## src/rtl/mac_serial_feeder.sv

```systemverilog
// Upstream sequencer for top_mac_serial: takes parallel (w, a) operands and streams w as
// N_WIDTH-bit digits, LSB first, with the accumulator control strobes and a result-valid pulse.
module mac_serial_feeder #(
    parameter int W_WIDTH        = 8,
    parameter int A_WIDTH        = 8,
    parameter int N_WIDTH        = 2,
    parameter int CONFIG_W_WIDTH = 2
) (
    input  logic                      clk,
    input  logic                      rst,
    input  logic [CONFIG_W_WIDTH-1:0] config_w,
    input  logic                      in_valid,
    output logic                      in_ready,
    input  logic [W_WIDTH-1:0]        in_w,
    input  logic [A_WIDTH-1:0]        in_a,
    input  logic                      in_last,
    output logic                      mac_rst,
    output logic [N_WIDTH-1:0]        w_serial,
    output logic [A_WIDTH-1:0]        a,
    output logic                      fsm_accu,
    output logic                      fsm_last,
    output logic                      trigger_accu,
    output logic                      z_valid
);

    localparam int MAX_DIG = W_WIDTH / N_WIDTH;
    localparam int MIN_DIG = (MAX_DIG >= 4) ? MAX_DIG / 4 : 1;
    localparam int DW      = (MAX_DIG > 1) ? $clog2(MAX_DIG) : 1;

    localparam logic [2:0] S_CLEAR  = 3'd0;
    localparam logic [2:0] S_WAIT   = 3'd1;
    localparam logic [2:0] S_SHIFT  = 3'd2;
    localparam logic [2:0] S_FLUSH0 = 3'd3;
    localparam logic [2:0] S_FLUSH1 = 3'd4;

    // Index of the final digit for the latched precision.
    function automatic logic [DW-1:0] last_digit(input logic [CONFIG_W_WIDTH-1:0] c);
        case (c)
            0:       return DW'(MAX_DIG - 1);
            1:       return DW'(MAX_DIG / 2 - 1);
            default: return DW'(MIN_DIG - 1);
        endcase
    endfunction

    // Drops the zero-padded LSBs so digit 0 is the LSB of the active weight.
    function automatic logic [W_WIDTH-1:0] align_w(input logic [W_WIDTH-1:0] w,
                                                   input logic [CONFIG_W_WIDTH-1:0] c);
        case (c)
            0:       return w;
            1:       return w >> (W_WIDTH / 2);
            default: return w >> (W_WIDTH - W_WIDTH / 4);
        endcase
    endfunction

    logic [2:0]                state_p0;
    logic [DW-1:0]             dig_p0;
    logic [CONFIG_W_WIDTH-1:0] cfg_p0;
    logic                      last_op_p0;
    logic [W_WIDTH-1:0]        sreg_p0;

    logic [DW-1:0]      ndig_m1;
    logic [DW-1:0]      dig_nxt;
    logic [W_WIDTH-1:0] w_load;
    logic               at_last_dig;
    logic               do_load;

    always_comb begin
        ndig_m1     = last_digit(cfg_p0);
        dig_nxt     = dig_p0 + DW'(1);
        w_load      = align_w(in_w, cfg_p0);
        at_last_dig = (dig_p0 == ndig_m1);
        do_load     = in_valid && in_ready &&
                      ((state_p0 == S_WAIT) || ((state_p0 == S_SHIFT) && at_last_dig && !last_op_p0));
    end

    // Stage p0: control state and registered outputs.
    always_ff @(posedge clk) begin
        if (rst) begin
            state_p0     <= S_CLEAR;
            dig_p0       <= '0;
            cfg_p0       <= '0;
            last_op_p0   <= 1'b0;
            mac_rst      <= 1'b1;
            in_ready     <= 1'b0;
            w_serial     <= '0;
            a            <= '0;
            fsm_accu     <= 1'b0;
            fsm_last     <= 1'b0;
            trigger_accu <= 1'b0;
            z_valid      <= 1'b0;
        end else begin
            mac_rst      <= 1'b0;
            in_ready     <= 1'b0;
            w_serial     <= '0;
            fsm_accu     <= 1'b0;
            fsm_last     <= 1'b0;
            trigger_accu <= 1'b0;
            z_valid      <= 1'b0;
            if (do_load) begin
                state_p0     <= S_SHIFT;
                dig_p0       <= '0;
                last_op_p0   <= in_last;
                a            <= in_a;
                w_serial     <= w_load[N_WIDTH-1:0];
                fsm_accu     <= 1'b1;
                fsm_last     <= (ndig_m1 == '0);
                trigger_accu <= (ndig_m1 == '0);
                in_ready     <= (ndig_m1 == '0) && !in_last;
            end else begin
                case (state_p0)
                    S_CLEAR: begin
                        cfg_p0   <= config_w;
                        in_ready <= 1'b1;
                        state_p0 <= S_WAIT;
                    end
                    S_WAIT: in_ready <= 1'b1;
                    S_SHIFT: begin
                        if (at_last_dig) begin
                            if (last_op_p0) begin
                                state_p0 <= S_FLUSH0;
                            end else begin
                                state_p0 <= S_WAIT;
                                in_ready <= 1'b1;
                            end
                        end else begin
                            dig_p0       <= dig_nxt;
                            w_serial     <= sreg_p0[N_WIDTH-1:0];
                            fsm_last     <= (dig_nxt == ndig_m1);
                            trigger_accu <= (dig_p0 == '0);
                            in_ready     <= (dig_nxt == ndig_m1) && !last_op_p0;
                        end
                    end
                    // Hold off the clear until the MAC has produced the final sum.
                    S_FLUSH0: begin
                        state_p0 <= S_FLUSH1;
                        z_valid  <= 1'b1;
                    end
                    S_FLUSH1: begin
                        state_p0 <= S_CLEAR;
                        mac_rst  <= 1'b1;
                    end
                    default: begin
                        state_p0 <= S_CLEAR;
                        mac_rst  <= 1'b1;
                    end
                endcase
            end
        end
    end

    // Stage p0 datapath: remaining digits of the operand in flight.
    always_ff @(posedge clk) begin
        if (do_load) begin
            sreg_p0 <= w_load >> N_WIDTH;
        end else if ((state_p0 == S_SHIFT) && !at_last_dig) begin
            sreg_p0 <= sreg_p0 >> N_WIDTH;
        end
    end

endmodule

```

## config.mk

```make
export PLATFORM = sky130hd
export DESIGN_NAME = mac_serial_feeder
export DESIGN_NICKNAME = d
export VERILOG_FILES = /design/src/rtl/mac_serial_feeder.sv
export SDC_FILE = /design/constraint.sdc
export NUM_CORES = 1
export LEC_CHECK = 0
export BUFFER_PORTS_ARGS = -buffer_cell sky130_fd_sc_hd__buf_2
export CORE_MARGIN = 4
export CORE_UTILIZATION = 50
export DETAILED_ROUTE_END_ITERATION = 10
export PLACE_DENSITY_LB_ADDON = 0.3
export SYNTH_ARGS = -nofsm -noshare
export SYNTH_HDL_FRONTEND = slang
export SYNTH_SLANG_ARGS = --single-unit
```

## constraint.sdc

```tcl
create_clock -name clk -period 5.8 [get_ports clk]
set_input_delay 0.29 -clock clk [delete_from_list [all_inputs] [get_ports clk]]
set_output_delay 0.29 -clock clk [all_outputs]
set_load 0.02 [all_outputs]
```

==> metrics.csv <==
metric;value;unit
fraction of layout cells with a size suffix above 1;0.294;
drt wl/cell;14.9;µm
port buffer count;37;
Post-DRT Antenna Nets;0;
Primary FF master, synth;dfxtp_1;
hold_buf cts;0;
CP max stage cell;dfxtp_1;
later-pin clock latency in the skew report;0.34;ns
share of Yosys cell area claimed by the top area cell type;0.327;
Core ar.;2780;µm²
DR iter-0 viols;79;
Internal;0.295;mW
Die Footprint;3870;µm²
Residual DRC;0;
GR Util All Layers;0.171;
most frequent cell after synthesis;dfxtp_1;
Diodes inserted;0;
number of library cell types mapped by synthesis;43;
via count of the routed design;1260;
Seq pwr share;0.554;
first-pass GRT wire length;5400;µm
Slew headroom;0.617;
Max stage delay on crit path;0.48;ns
clock share of power;0.284;
Post-CTS Resized;0;
sequential area share after synthesis;0.450;
nets;209;
top post-synthesis cells by area;dfxtp_1 33%, edfxtp_1 12%, o21ai_1 5.1%;
# Post-CTS Setup Buffers;0;
switching portion of total power;0.295;
leading area contributor after synthesis;dfxtp_1;
worst clock skew;0.0110;ns
initial antenna violation count;0;
Peak VDD IR;188;µV
Die Y;62.2;µm
Die X;62.2;µm
P_leak;0.657;nW
Fmax achieved;460;MHz
I/O Pins;38;
GRT overflow;0;
Critical path buffers and inverters;0;
final period utilization;0.375;
crit path max fanout;11;
Worst Max-Slew Pin Slew;0.571;ns
fin. max-slew vios;0;
Pwr Density;250;nW/µm²
Final GP Congestion;0.891;
status;finished clean;
Syn Area/Cell;9.48;µm²
Initial Utilization;0.528;
FFs w/ async S/R, synth;0;
Setup crit start kind;register;
detailed placement HPWL;2460;µm
RSZ-0062 raised after global routing;false;
num rows;19;
Mapped Area;1470;µm²
Hold Vio Cnt, Final;0;
Reg clk slew, reported paths;0.08;ns
FF+latch count, synth;30;
Clk Tree Root Cell;clkbuf_4;
clk sinks;30;
vias in the first global route;1217;
first-pass detailed-route iteration total;4;
min Tclk post-route;2.18;ns
worst-case clock buffer depth;2;
min-delay worst type;in2reg;
largest net degree at the start of global routing;23;
Post-Syn Instances;155;
Post-synth EDFFs;6;
CP top delay family;simple AND/OR/NAND/NOR gates;
NetSw;0.123;mW
H-tree depth;2;
area growth from synthesis to layout;14.0;%
Reg2Reg Setup Slack;3.62;ns
final setup fails;0;
Worst Setup Path Type;reg2reg;
total CTS buffers;5;
CP Capture Type;register;
vias per inst;5.78;
final WL;3240;µm
CTS tree;built;
WP data arrival;2.20;ns
crit-path cells;or3b_4 -> a211oi_4 -> nand2_2 -> nand2_1;
combinational cell fraction of total power;0.161;
Net Count, Synth;178;
WP data required;5.82;ns
total power draw;0.418;mW
Ys Warns;0;
Commonest cells post-synth;24 x dfxtp_1, 15 x o21ai_1, 14 x a21oi_1;
total negative slack;0;ns
Max Cap Viol;0;
==> worst paths after layout <==
path,from,to,depth (start not counted)
worst max register to register,state_p0[1]$_SDFFE_PP0P_,sreg_p0[0]$_DFFE_PP_,4
worst min-delay path,config_w[1],cfg_p0[1]$_SDFFE_PP0P_,3
worst min register to register,a[1]$_SDFFE_PP0N_,a[1]$_SDFFE_PP0N_,2
worst max-delay path,state_p0[1]$_SDFFE_PP0P_,sreg_p0[0]$_DFFE_PP_,4
==> final cells by class <==
cell class	instances	area, µm²
Clock inverter	2	10.0
Multi-Input combinational cell	108	723
Timing Repair Buffer	37	185
Fill cell	277	1110
Inverter	4	15.0
Tap cell	31	38.8
Clock buffer	6	41.3
Sequential cell	30	661
==> tightest hold or removal path, stage by stage <==
cell     delay, ns
buf_2         0.08
mux2i_1       0.05
nor2_1        0.07
==> power groups by stage <==
stage,logic [mW],registers (mW),clock network (mW)
4_1_cts,0.0675,0.231,0.119
3_3_place_gp,0.0657,0.236,0
5_1_grt,0.0744,0.233,0.134
2_1_floorplan,0.0533,0.233,0
6_report,0.0674,0.232,0.119
3_5_place_dp,0.0672,0.236,0
==> per-stage QoR <==
step	util	hold WS [ns]	area [µm²]	setup WS (ns)	cells
CTS	0.602	0.194	1670	3.63	218
finish	0.602	0.194	1670	3.62	218
detailed placement	0.583	0.471	1620	3.64	210
floorplan	-	0.437	1470	3.89	155
global placement	0.583	0.469	1620	3.74	210
global route	0.602	0.199	1670	3.46	218
==> state kept, by name (all words and copies together) (netlist names) <==
signal	flops
a	8
cfg_p0	2
dig_p0	2
fsm_accu	1
fsm_last	1
in_ready	1
last_op_p0	1
mac_rst	1
sreg_p0	6
state_p0	3
trigger_accu	1
w_serial	2
z_valid	1
==> layer usage <==
| layer | part of all wire | global-route usage | vias up |
|---|---|---|---|
| li1 | - | - | 624 |
| met1 | 0.43 | 0.209 | 586 |
| met2 | 0.48 | 0.264 | 45 |
| met3 | 0.083 | 0.0721 | 5 |
| met4 | 0.013 | 0.0678 | 0 |
| met5 | 0 | 0 | - |
==> logic make-up after synthesis <==
family | after synthesis | synth area share
compound gates | 48 | 0.233
xor+xnor | 2 | 0.0119
fa+ha+maj | 1 | 0.00852
buf+inv | 17 | 0.0579
flops | 30 | 0.450
mux | 7 | 0.0477
simple gates | 50 | 0.192
==> cell usage in the layout (no fill, tap or decap), types with 2 or more instances in the layout <==
cell,synthesis,final
a211o_1,2,2
a21oi_1,14,14
and3_1,3,3
buf_2,2,37
clkbuf_4,0,5
clkinv_2,0,2
dfxtp_1,24,24
edfxtp_1,6,6
inv_1,4,4
mux2i_1,7,7
nand2_1,6,6
nand2b_1,7,7
nand3_1,10,10
nor2_1,10,10
nor3_1,2,2
o21ai_0,3,3
o21ai_1,15,15
o31ai_2,2,2
o32ai_2,2,2
or2_2,2,2
or3b_1,2,2
xnor2_1,2,2
No activity file was read; power rests on OpenSTA's default activity.
